### src/rtl/branch_resolve_ctrl.sv
// D-stage branch sequencer: stalls until both compare operands are ready, then drives the
// comparator opcode, emits the PC redirect and keeps branch/stall statistics plus a watchdog.
module branch_resolve_ctrl #(
    parameter int unsigned PERF_W    = 32,
    parameter int unsigned MAX_STALL = 15
) (
    input  logic              clk,
    input  logic              reset,
    input  logic              d_valid,
    input  logic [2:0]        d_cmp_op,
    input  logic [31:0]       d_pc,
    input  logic [15:0]       d_imm16,
    input  logic              rs_ready,
    input  logic              rt_ready,
    input  logic              flush,
    input  logic              cmp_cond,
    output logic [2:0]        cmp_op,
    output logic              stall,
    output logic              redirect,
    output logic [31:0]       redirect_pc,
    output logic [PERF_W-1:0] br_cnt,
    output logic [PERF_W-1:0] taken_cnt,
    output logic [PERF_W-1:0] stall_cnt,
    output logic              hang_err
);

    localparam logic [7:0] MaxStallW = 8'(MAX_STALL);
    localparam logic [7:0] WcntMax   = 8'hFF;

    typedef enum logic [0:0] {StIdle, StWait} state_e;

    state_e            state_q, state_d;
    logic [7:0]        wcnt_q, wcnt_d;
    logic              hang_q, hang_d;
    logic [PERF_W-1:0] br_q, br_d;
    logic [PERF_W-1:0] taken_q, taken_d;
    logic [PERF_W-1:0] stall_q, stall_d;

    logic is_br;
    logic ready;
    logic resolve;

    // flush folds into is_br, so a flushed cycle can never stall, resolve or count
    assign is_br   = d_valid && (d_cmp_op != 3'b000) && !flush;
    assign ready   = rs_ready && rt_ready;
    assign resolve = is_br && ready;

    always_comb begin
        cmp_op      = 3'b000;
        stall       = 1'b0;
        redirect    = 1'b0;
        redirect_pc = d_pc + 32'd4 + {{14{d_imm16[15]}}, d_imm16, 2'b00};
        if (resolve) begin
            cmp_op   = d_cmp_op;
            redirect = cmp_cond;
        end
        if (is_br && !ready) begin
            stall = 1'b1;
        end
    end

    always_comb begin
        state_d = state_q;
        wcnt_d  = wcnt_q;
        unique case (state_q)
            StIdle: begin
                if (is_br && !ready) begin
                    state_d = StWait;
                    wcnt_d  = 8'd1;
                end else begin
                    wcnt_d = 8'd0;
                end
            end
            StWait: begin
                if (!is_br || ready) begin
                    state_d = StIdle;
                    wcnt_d  = 8'd0;
                end else if (wcnt_q != WcntMax) begin
                    wcnt_d = wcnt_q + 8'd1;
                end
            end
            default: begin
                state_d = StIdle;
                wcnt_d  = 8'd0;
            end
        endcase
    end

    // wcnt_d counts this stall cycle, so the flag rises on the edge ending stall cycle MAX_STALL
    always_comb begin
        hang_d = hang_q;
        if (stall && (wcnt_d >= MaxStallW)) begin
            hang_d = 1'b1;
        end
    end

    always_comb begin
        br_d    = br_q + PERF_W'(resolve);
        taken_d = taken_q + PERF_W'(redirect);
        stall_d = stall_q + PERF_W'(stall);
    end

    always_ff @(posedge clk) begin
        if (reset) begin
            state_q <= StIdle;
            wcnt_q  <= 8'd0;
            hang_q  <= 1'b0;
            br_q    <= '0;
            taken_q <= '0;
            stall_q <= '0;
        end else begin
            state_q <= state_d;
            wcnt_q  <= wcnt_d;
            hang_q  <= hang_d;
            br_q    <= br_d;
            taken_q <= taken_d;
            stall_q <= stall_d;
        end
    end

    assign br_cnt    = br_q;
    assign taken_cnt = taken_q;
    assign stall_cnt = stall_q;
    assign hang_err  = hang_q;

endmodule

### config.mk
export PLATFORM = sky130hd
export DESIGN_NAME = branch_resolve_ctrl
export DESIGN_NICKNAME = d
export VERILOG_FILES = /design/src/rtl/branch_resolve_ctrl.sv
export SDC_FILE = /design/constraint.sdc
export NUM_CORES = 1
export LEC_CHECK = 0
export BUFFER_PORTS_ARGS = -buffer_cell sky130_fd_sc_hd__buf_2
export CORE_MARGIN = 1
export CORE_UTILIZATION = 45
export DETAILED_ROUTE_END_ITERATION = 8
export GPL_TIMING_DRIVEN = 0
export PLACE_DENSITY = 0.76
export SYNTH_ARGS = -nofsm -noshare
export SYNTH_HDL_FRONTEND = slang
export SYNTH_SLANG_ARGS = --single-unit
### constraint.sdc
create_clock -name clk -period 3.63 [get_ports clk]
set_input_delay 0.5445 -clock clk [delete_from_list [all_inputs] [get_ports clk]]
set_output_delay 0.5445 -clock clk [all_outputs]
set_load 0.05 [all_outputs]
# Yosys cells after proc, flatten, opt, wreduce, memory -nomap -nowiden
# Index checks and enable logic that the tools add are counted.
# word_totals
reg_bits	106
latchBits	0
mem_bits_rw	0
rom_bits	0
in_bits	58
out_inout_bits	134
elab_cells	35
memories	0
# op_classes
addsub	6
multipliers	0
n_div	0
magnitude_cmp	1
n_eq_ne	1
n_shift	0
n_mux	9
bitwise	1
n_reduce_logical	11
# ops
operator	n
adder 32 x 1 -> 32 bit	3
adder 32 x 3 -> 32 bit, second input constant	1
adder 32 bit	1
two-way mux 8 bit	2
one-hot mux 8 bit (2 select lines)	1
adder 8 x 1 -> 8 bit, second input constant	1
>= comparator 8 x 4 -> 1 bit, second input constant	1
!= test 8 bit, second input constant	1
logical AND 1 bit	6
two-way mux 1 bit	4
logical NOT 1 bit	3
two-way mux 3 bit	1
nonzero test 3 bit	1
one-hot mux 1 bit (2 select lines)	1
logical OR 1 bit	1
inverter 1 bit	1

# Depth between registers and ports, before layout
# Gate-level depths: netlist (run 1).
# depth
ltp_word	9
depth_mapped	12

# Worst setup path before layout (run 1)
# Ideal clock, no wire load.
# synth_timing
kind	input -> output
from	in d_pc[3]
to	out redirect_pc[29]
arrival_time_ns	3.647
required_time_ns	3.086
slack_ns	-0.562
stages	9
n_path_buf	0
cell_sequence	ha_1 -> ha_1 -> fa_1 -> a21oi_1 -> o22a_1 -> o31ai_1 -> a211oi_1 -> a211oi_1 -> a211oi_1
# synth_between
elab_chain_len	2
# synth_lines
element	line	rtl
from (decl)	11	input logic [31:0] d_pc,
adder 32 x 3 -> 32 bit	52	redirect_pc = d_pc + 32'd4 + {{14{d_imm16[15]}}, d_imm16, 2'b00};
adder 32 bit	52	
to (decl)	20	output logic [31:0] redirect_pc,
# Every way passes these cells.

# Worst setup path after layout (run 1)
# layout_timing
from	in d_pc[7]
to	out redirect_pc[20]
# Same word-level chain as after synthesis.

==> summary.txt, run 1 <==
Yosys
  • YS warnings: 0
  • Asr flop ratio synth: 0%
  • Syn Area/Cell: 8.267 um^2
  • Top_reg_cell synth: dfxtp_1
  • Syn Nets: 942
  • Post-synth cell types: 64
  • Post-synth EDFFs: 0
  • Synth Register Bits: 106
  • Synth Cell Area: 0.006763 mm^2
  • Mapped Cells: 818
  • Register area share after synthesis: 31.38%

Place
  • Dpl cells: 1,190
  • Input/output buffers: 188
  • RePlAce Congestion: 0.9006
  • Worst slack at placement: -0.4222 ns
  • Dpl hpwl: 12,520 um

Drt
  • First-pass iteration count of the detailed router: 5
  • Post-route antenna net violation count: 0
  • Max layer used: met4
  • Wl on met1: 7364 um
  • Routed vias: 6,426
  • DRC viols: 0
  • DR iter-0 viols: 266
  • Drt total wl: 16,150 um
  • Routed length per placed instance: 13.30 um
  • Metal2 WL: 7729 um
  • Vias/cell: 5.293
  • Met3 wire length: 822 um

Global routing
  • Vias in the first global route: 5,887
  • Total GRT Usage: 20.70%
  • Initial antenna violation count: 0
  • Global-route wire length before repair: 26,940 um
  • Largest net degree at the start of global routing: 19
  • Grt ovf: 0

Power and ir drop
  • Leakage dissipation: 3.835 nW
  • Power density cells: 375.7 mW/mm^2
  • Worst VDD drop: 0.2423 mV

Clock network
  • Clock sinks: 106
  • Clock root buffer: clkbuf_16
  • Worst skew pair latency: 0.35 ns
  • Number of H-tree levels: 3
  • Bufs on Longest Clock Path: 2
  • Cts bufs inserted: 9
  • Clock slew at reported path FFs: 0.07 ns
  • CTS tree: built

Run
  • Max_cap viols: 0

Timing
  • Normalized max-slew margin: 60.49%
  • Max Freq: 284.1 MHz
  • Worst slew pin tran: 0.5777 ns
  • Final Setup Violations: 0
  • WHS: 0.4612 ns
  • Final Slew Violations: 0
  • Period minus WS final: 3.520 ns
  • Worst Skew: 0.007930 ns
  • Post-route clock period utilization: 96.96%
  • Final worst slack: 0.1103 ns
  • Setup_tns: 0 ns
  • Hold Fails Final Rpt: 0

Floorplanning
  • Core Area: 0.01459 mm^2
  • Initial Util: 46.36%
  • Die area: 0.01552 mm^2
  • Die Width: 124.6 um
  • Row count: 44
  • IO Pins: 192
  • Die height: 124.6 um

Critical path
  • Data required, critical path: 3.09 ns
  • Crit path kind: primary input to output port
  • CP cell instances: buf_2 > ha_1 > ha_1 > a21oi_1 > nand2_1 > o21ai_0 > a21oi_1 > o211a_1 > a311oi_2 > buf_2
  • Critical path buffers and inverters: 2
  • WP data arrival: 2.98 ns
  • Nature of the critical path startpoint: primary input
  • Worst r2r path cells: 8
  • Worst Path Max Fanout: 5
  • Worst Setup End Kind: output port
  • Critical Path Max Stage Delay: 0.38 ns
  • Levels on crit path: 10
  • Slowest-stage cell, CP: o21ai_0
  • Crit-path leading delay family: compound AO/OA/AOI/OAI gates

Final layout
  • Fin nets: 1,150
  • Finished Layout Cells: 1,214
  • FF+latch area: 0.002122 mm^2
  • Ant diodes: 0
  • Multi-input logic area: 0.004628 mm^2
  • Area growth syn-to-layout: 26.40%
  • Layout cells sized above 1: 25.05%
  • Fillers: 1,295

Worst hold path
  • Hold Crit Class: primary input to flop
  • Hold path depth: 2

Status
  • Status: finished clean
[layout by cell type, fill, tap and decap left out, drive strengths merged, types with 5 or more instances in the layout]
| cell | Yosys | routed |
|---|---|---|
| nor4 | 7 | 7 |
| buf | 3 | 202 |
| xnor2 | 44 | 44 |
| and4 | 7 | 7 |
| nand4 | 28 | 28 |
| nor2b | 14 | 14 |
| ha | 65 | 65 |
| dfxtp | 106 | 106 |
| and3 | 22 | 22 |
| a21oi | 45 | 45 |
| nand2 | 64 | 64 |
| o31ai | 5 | 5 |
| a211oi | 5 | 5 |
| a21o | 11 | 11 |
| o21a | 9 | 9 |
| inv | 27 | 28 |
| or3 | 15 | 15 |
| xor2 | 55 | 55 |
| nand3 | 43 | 43 |
| and2 | 13 | 13 |
| nor3 | 16 | 16 |
| o21ai | 27 | 27 |
| clkbuf | 19 | 26 |
| nor2 | 114 | 114 |
[where the power goes]
group	internal (mW)	switching (mW)	total, mW
clock	0.541	0.446	0.987
combinational	0.352	0.707	1.06
sequential	1.16	0.00196	1.17
total	2.06	1.16	3.21
[worst reg2reg max path, cell delays in order (launching register included)]
cell,delay (ns)
dfxtp_1,0.34
ha_1,0.20
ha_1,0.25
nand4_1,0.17
nor4_2,0.39
and2_1,0.23
nand3_1,0.20
or3_1,0.36
a21oi_1,0.16
[worst paths after layout]
| check | slack [ns] | startpoint | end |
|---|---|---|---|
| min | 0.46 | reset | state_q |
| max reg2reg | 1.27 | stall_cnt[0] | stall_cnt[28] |
| max | 0.11 | d_pc[7] | redirect_pc[20] |
| min reg2reg | 0.48 | taken_cnt[31] | taken_cnt[31] |
[through the flow]
| stage | instance area [um^2] | utilization (%) | power, mW |
|---|---|---|---|
| detailed placement | 7975 | 54.67 | 2.170 |
| CTS | 8376 | 57.41 | 3.188 |
| finish | 8548 | 58.59 | 3.212 |
| global placement | 7975 | 54.67 | 2.157 |
| floorplan | 6804 | - | 1.959 |
| global route | 8548 | 58.59 | 3.362 |
[flip-flops by register name (all words and copies together) (netlist names)]
name	count
taken_cnt	32
state_q	1
hang_err	1
wcnt_q	8
stall_cnt	32
br_cnt	32
[cells in the mapped netlist, types with 10 or more instances]
cell type  number  area (um^2)
nor2_1        114        427.9
dfxtp_1       106         2122
ha_1           65        813.3
nand2_1        64        240.2
xor2_1         55        481.7
a21oi_1        45        225.2
xnor2_1        44        385.4
nand3_1        43        215.2
inv_1          27        101.4
o21ai_0        27        135.1
nand4_1        26        162.7
and3_1         22        137.6
clkbuf_1       16        60.06
nor3_1         16        80.08
or3_1          15        93.84
nor2b_1        14        87.58
a21o_1         11        82.58
and2_1         10        62.56
[routing by layer]
layer,track usage (%),vias up
li1,-,3324
met1,26.08,2941
met2,35.75,143
met3,3.952,18
met4,5.811,0
met5,0,-
[cell type report]
cell class,instances,area share (%)
Clock buffer,9,2.635
Timing Repair Buffer,198,12.18
Buffer,21,1.449
Clock inverter,6,0.8929
Inverter,27,1.186
Multi-Input combinational cell,663,54.14
Tap cell,184,2.693
Sequential cell,106,24.82
[logic make-up after synthesis]
family / count (synthesis) / synth area share [%]
and+or+nand+nor: 357 / 26.72
DFF: 106 / 31.38
xor gates and xnor gates: 99 / 12.82
AOI/OAI and AO/OA: 139 / 13.30
muxes: 2 / 0.3145
adders and majority gates: 66 / 12.32
buffers and inverters: 49 / 3.145
[what timing repair did]
item	CTS	global route
pin swaps	5	9
cloned	0	0
setup endpoints to repair	10	13
buffers inserted	5	5
hold buffers	0	0
resized for setup	17	29
Power figures use the tool's default switching activity.
==> run 2, diff against run 1 <==
Settings changed: ABC_AREA from default to 1, PLACE_DENSITY 0.76 to 0.74.
==> summary.txt, run 2 <==
Timing
  • WHS: 0.4744 ns
  • Post-route clock period utilization: 93.75%
  • Period minus WS final: 3.403 ns
  • Worst slew pin tran: 0.7242 ns
  • Hold Fails Final Rpt: 0
  • Max Freq: 293.9 MHz
  • Normalized max-slew margin: 51.72%
  • Final Setup Violations: 0
  • Final Slew Violations: 0
  • Worst Skew: 0.008839 ns
  • Unrepaired setup endpoints after global routing: no
  • Setup_tns: 0 ns

Floorplanning
  • Die Width: 133.5 um
  • Die height: 133.5 um
  • IO Pins: 192
  • Die area: 0.01782 mm^2
  • Row count: 47
  • Initial Util: 46.58%
  • Core Area: 0.01670 mm^2

Global routing
  • Vias in the first global route: 7,632
  • Grt ovf: 0
  • Initial antenna violation count: 0
  • Total GRT Usage: 24.74%
  • Global-route wire length before repair: 35,890 um
  • Largest net degree at the start of global routing: 18

Clock network
  • CTS resizes: 0
  • Bufs on Longest Clock Path: 2
  • CTS tree: built
  • Hold buffers post-CTS: 0
  • Worst skew pair latency: 0.35 ns
  • Clock slew at reported path FFs: 0.07 ns
  • Clock sinks: 106
  • Cts bufs inserted: 9
  • Post-CTS Setup Bufs: 0
  • Clock root buffer: clkbuf_16
  • Number of H-tree levels: 3

Final layout
  • FF+latch area: 0.002122 mm^2
  • Fin nets: 1,540
  • Ant diodes: 0
  • Area growth syn-to-layout: 19.53%
  • Fillers: 1,682
  • Multi-input logic area: 0.005021 mm^2
  • Most frequent cells in the layout: nand2_1, buf_2, nor2_1
  • Commonest non-fill, non-tap cell in the layout: nand2_1
  • Layout cells sized above 1: 17.80%

Drt
  • DRC viols: 0
  • Drt total wl: 21,930 um
  • Post-route antenna net violation count: 0
  • Vias/cell: 5.177
  • Routed vias: 8,496
  • DR iter-0 viols: 620
  • First-pass iteration count of the detailed router: 5
  • Routed length per placed instance: 13.37 um

Power and ir drop
  • Worst VDD drop: 0.2429 mV
  • Power density cells: 336.4 mW/mm^2
  • Leakage dissipation: 4.213 nW

Critical path
  • Worst Path Max Fanout: 4
  • Data required, critical path: 3.09 ns
  • Crit path kind: primary input to output port
  • Worst Setup End Kind: output port
  • CP cell instances: buf_2 > ha_1 > ha_1 > fa_1 > nand3_1 > nand2_1 > nand2_1 > nand2_1 > nand2_1 > nand2_1 > nand2_1 > nand3_1 > nand2_1 > buf_2
  • Nature of the critical path startpoint: primary input
  • Crit-path leading delay family: adder cells
  • Worst R2R Setup Slack: 1.63 ns
  • Crit path top cell by count: nand2_1
  • Slowest-stage cell, CP: fa_1
  • Critical path buffers and inverters: 2
  • WP data arrival: 2.86 ns
  • Critical Path Max Stage Delay: 0.50 ns

Yosys
  • Count leader, synth: nand2_1
  • Top cells by count, synth: nand2_1, nor2_1, inv_1, dfxtp_1, a21oi_1
  • Asr flop ratio synth: 0%
  • Syn Nets: 1,341
  • Post-synth cell types: 43
  • Most area-consuming cells after synthesis: dfxtp_1, nand2_1, ha_1
  • Top_reg_cell synth: dfxtp_1
  • Mapped Cells: 1,217
  • Synth Register Bits: 106
  • Syn Area/Cell: 6.392 um^2
  • Synth Cell Area: 0.007779 mm^2
  • Post-synth EDFFs: 0
  • Yosys top cell area share: 27.28%
  • Register area share after synthesis: 27.28%
  • YS warnings: 0
  • Yosys top cell by area: dfxtp_1

Status
  • Status: finished clean

Worst hold path
  • Hold Crit Class: flop to flop

Place
  • RePlAce Congestion: 0.9199
  • Dpl hpwl: 17,760 um
  • Input/output buffers: 188

Run
  • Max_cap viols: 0
==> run 2: cell types whose count changed after synthesis, sizes merged, moves of 23 or more <==
cell / change
nor2: +60
nand3: +23
xor2: -30
or2: +25
nor3: +36
inv: +123
xnor2: -38
a21oi: +47
nand2: +273
==> run 2: logic make-up (layout without fill, tap and decap cells) <==
group / Yosys count / in the layout / share of synthesized area (%)
AO/OA/AOI/OAI: 145 / 145 / 9.763
XOR/XNOR: 31 / 31 / 3.490
adder cells (fa/ha/maj): 66 / 66 / 10.71
buffers and inverters: 164 / 368 / 8.171
flip-flops: 106 / 106 / 27.28
AND/OR/NAND/NOR: 705 / 705 / 40.58
==> run 2: tightest hold or removal path: cells and delay by family (launching register included) <==
family,cells,cell delay (ns)
flip-flops,1,0.32
AND/OR/NAND/NOR,2,0.11
==> run 2: cell type report <==
cell class                 count  share of cell area (%)
multi-input combinational    947                   54.00
sequential                   106                   22.82
timing repair buffer         188                   10.12
inverter                     151                   6.096
tap                          220                   2.961
clock buffer                  11                   2.611
buffer                        13                  0.7401
clock inverter                 5                  0.6459
==> run 2: worst paths after layout <==
kind | startpoint | endpoint | depth (start not counted)
setup / recovery | d_pc[3] | redirect_pc[31] | 14
hold / removal | hang_err | hang_err | 2
setup reg to reg | stall_cnt[0] | stall_cnt[16] | 10
hold reg to reg | hang_err | hang_err | 2
==> run 2: metrics by stage <==
step	utilization [%]	worst slack (ns)	instances	power, mW	area [um^2]
global placement	53.86	0.2721	1625	2.120	8995
finish	55.67	0.2269	1641	3.128	9298
CTS	55.67	0.2466	1641	3.154	9298
floorplan	-	0.3480	1217	1.903	7779
detailed placement	53.86	0.2503	1625	2.127	8995
global route	55.67	0.05126	1641	3.259	9298
==> run 2: per-layer routing <==
metal	global-route usage, %	vias to the layer above	part of all wire, %
li1	-	4354	-
met1	32.43	3858	46
met2	41.17	255	46
met3	4.680	29	5.5
met4	7.197	0	2.0
met5	0	-	0
==> run 2: power by group <==
| group | internal (mW) | leakage, nW | switching [mW] |
|---|---|---|---|
| Clock | 0.559 | 0.147 | 0.466 |
| Combinational | 0.246 | 3.21 | 0.691 |
| Sequential | 1.16 | 0.854 | 0.00173 |
==> run 3, diff against run 2 <==
Settings changed: BUFFER_PORTS_ARGS -buffer_cell sky130_fd_sc_hd__buf_2 to -buffer_cell sky130_fd_sc_hd__buf_4, SETUP_SLACK_MARGIN from default to 0.02.
Clock period 3.63 ns to 3.7 ns, I/O delays scaled along.
==> summary.txt, run 3 (same netlist as run 2, synthesis figures left out) <==
Timing
  • Post-route clock period utilization: 91.00%
  • Unrepaired setup endpoints after global routing: no
  • WHS: 0.4649 ns
  • Final Setup Violations: 0
  • Worst slew pin tran: 0.7655 ns
  • Period minus WS final: 3.367 ns
  • Setup_tns: 0 ns
  • Final Slew Violations: 0
  • Max Freq: 297.0 MHz
  • Hold Fails Final Rpt: 0
  • Worst Skew: 0.01420 ns
  • Normalized max-slew margin: 48.97%

Global routing
  • Global-route wire length before repair: 36,590 um
  • Vias in the first global route: 7,716
  • Largest net degree at the start of global routing: 19
  • Total GRT Usage: 25.42%
  • Initial antenna violation count: 0
  • Grt ovf: 0

Critical path
  • Worst R2R Setup Slack: 1.73 ns
  • Worst Setup End Kind: output port
  • Data required, critical path: 3.14 ns
  • Crit path top cell by count: nand2_1
  • Critical Path Max Stage Delay: 0.49 ns
  • CP cell instances: buf_4 > ha_1 > ha_1 > fa_1 > nand3_1 > nand2_1 > nand2_1 > nand2_1 > nand2_1 > nand2_1 > nand2_1 > nand3_1 > nand2_1 > buf_4
  • WP data arrival: 2.81 ns
  • Worst Path Max Fanout: 4
  • Crit path kind: primary input to output port
  • Levels on crit path: 14
  • Nature of the critical path startpoint: primary input
  • Slowest-stage cell, CP: fa_1
  • Reg-to-reg startpoint: stall_cnt[0]
  • Crit-path leading delay family: adder cells
  • Crit path to: redirect_pc[31]
  • Worst r2r path cells: 11
  • Critical path buffers and inverters: 2
  • R2R Path End: stall_cnt[18]
  • Critical path origin: d_pc[3]

Final layout
  • Multi-input logic area: 0.005021 mm^2
  • Ant diodes: 0
  • Most frequent cells in the layout: nand2_1, buf_4, nor2_1
  • Area growth syn-to-layout: 25.38%
  • Design Area, Final: 0.009753 mm^2
  • Commonest non-fill, non-tap cell in the layout: nand2_1
  • Fillers: 1,678
  • Fin util: 58.40%
  • Fin nets: 1,540
  • Layout cells sized above 1: 17.87%
  • FF+latch area: 0.002122 mm^2

Floorplanning
  • Die Width: 133.5 um
  • Initial Util: 46.58%
  • Row count: 47
  • Die area: 0.01782 mm^2
  • Core Area: 0.01670 mm^2
  • Die height: 133.5 um
  • IO Pins: 192

Clock network
  • CTS tree: built
  • Clock slew at reported path FFs: 0.08 ns
  • Number of H-tree levels: 3
  • Hold buffers post-CTS: 0
  • Worst skew pair latency: 0.36 ns
  • Cts bufs inserted: 9
  • Bufs on Longest Clock Path: 2
  • Clock root buffer: clkbuf_16
  • CTS resizes: 0
  • Post-CTS Setup Bufs: 0
  • Clock sinks: 106

Drt
  • Post-route antenna net violation count: 0
  • Routed length per placed instance: 13.81 um
  • DR iter-0 viols: 595
  • First-pass iteration count of the detailed router: 5
  • Drt total wl: 22,660 um
  • Routed vias: 8,574
  • Vias/cell: 5.225
  • DRC viols: 0

Power and ir drop
  • Leakage dissipation: 4.264 nW
  • Power density cells: 317.6 mW/mm^2
  • Worst VDD drop: 0.2709 mV

Place
  • RePlAce Congestion: 0.9520
  • Cell area after placement: 0.009465 mm^2
  • Input/output buffers: 188
  • Dpl hpwl: 18,510 um

Status
  • Status: finished clean

Worst hold path
  • Hold Crit Class: flop to flop

Run
  • Max_cap viols: 0
[run 3: layout make-up]
cell class | instances | share of cell area, %
Multi-Input combinational cell | 947 | 51.48
Sequential cell | 106 | 21.76
Timing Repair Buffer | 188 | 14.47
Inverter | 151 | 5.811
Tap cell | 220 | 2.822
Clock buffer | 10 | 2.450
Buffer | 13 | 0.7056
Clock inverter | 6 | 0.5003
[run 3: where the power goes]
| group | internal (mW) | leakage (nW) | total (mW) | switching [mW] |
|---|---|---|---|---|
| registers | 1.14 | 0.854 | 1.14 | 0.00192 |
| clock network | 0.483 | 0.137 | 0.952 | 0.469 |
| logic | 0.311 | 3.27 | 1.00 | 0.691 |
| total | 1.94 | 4.26 | 3.10 | 1.16 |
[run 3: through the flow]
stage / cells / total power [mW] / worst slack, ns
final: 1641 / 3.097 / 0.3331
after global routing: 1641 / 3.235 / 0.1456
after CTS: 1641 / 3.116 / 0.3527
after detailed placement: 1625 / 2.170 / 0.3533
after global placement: 1625 / 2.158 / 0.3736
after floorplan: 1217 / 1.867 / 0.3970
[run 3: layer usage]
| metal | vias up | global-route usage [%] | wire length (um) |
|---|---|---|---|
| met5 | - | 0 | 0 |
| met4 | 0 | 8.586 | 491 |
| met3 | 32 | 3.805 | 1390 |
| met2 | 281 | 42.45 | 10640 |
| met1 | 3907 | 33.39 | 10140 |
| li1 | 4354 | - | - |
[run 3: how the worst min path moves through the flow]
stage	from	endpoint	slack, ns	depth (start not counted)
6_report	hang_err	hang_err	0.46	2
2_1_floorplan	state_q	wcnt_q[3]	0.47	2
3_3_place_gp	hang_err	hang_err	0.44	2
5_1_grt	hang_err	hang_err	0.48	2
3_5_place_dp	hang_err	hang_err	0.45	2
4_1_cts	hang_err	hang_err	0.46	2
[run 3: worst reg2reg max path, cell delays in order, from the launching register on]
cell and delay, ns:
dfxtp_1 0.34, ha_1 0.25, ha_1 0.22, nand2_1 0.09, nor2_2 0.18, nand2_1 0.08, inv_1 0.12, nand3_1 0.13
nor2_1 0.22, nand3_1 0.10, nand2_1 0.07, nor2_1 0.04
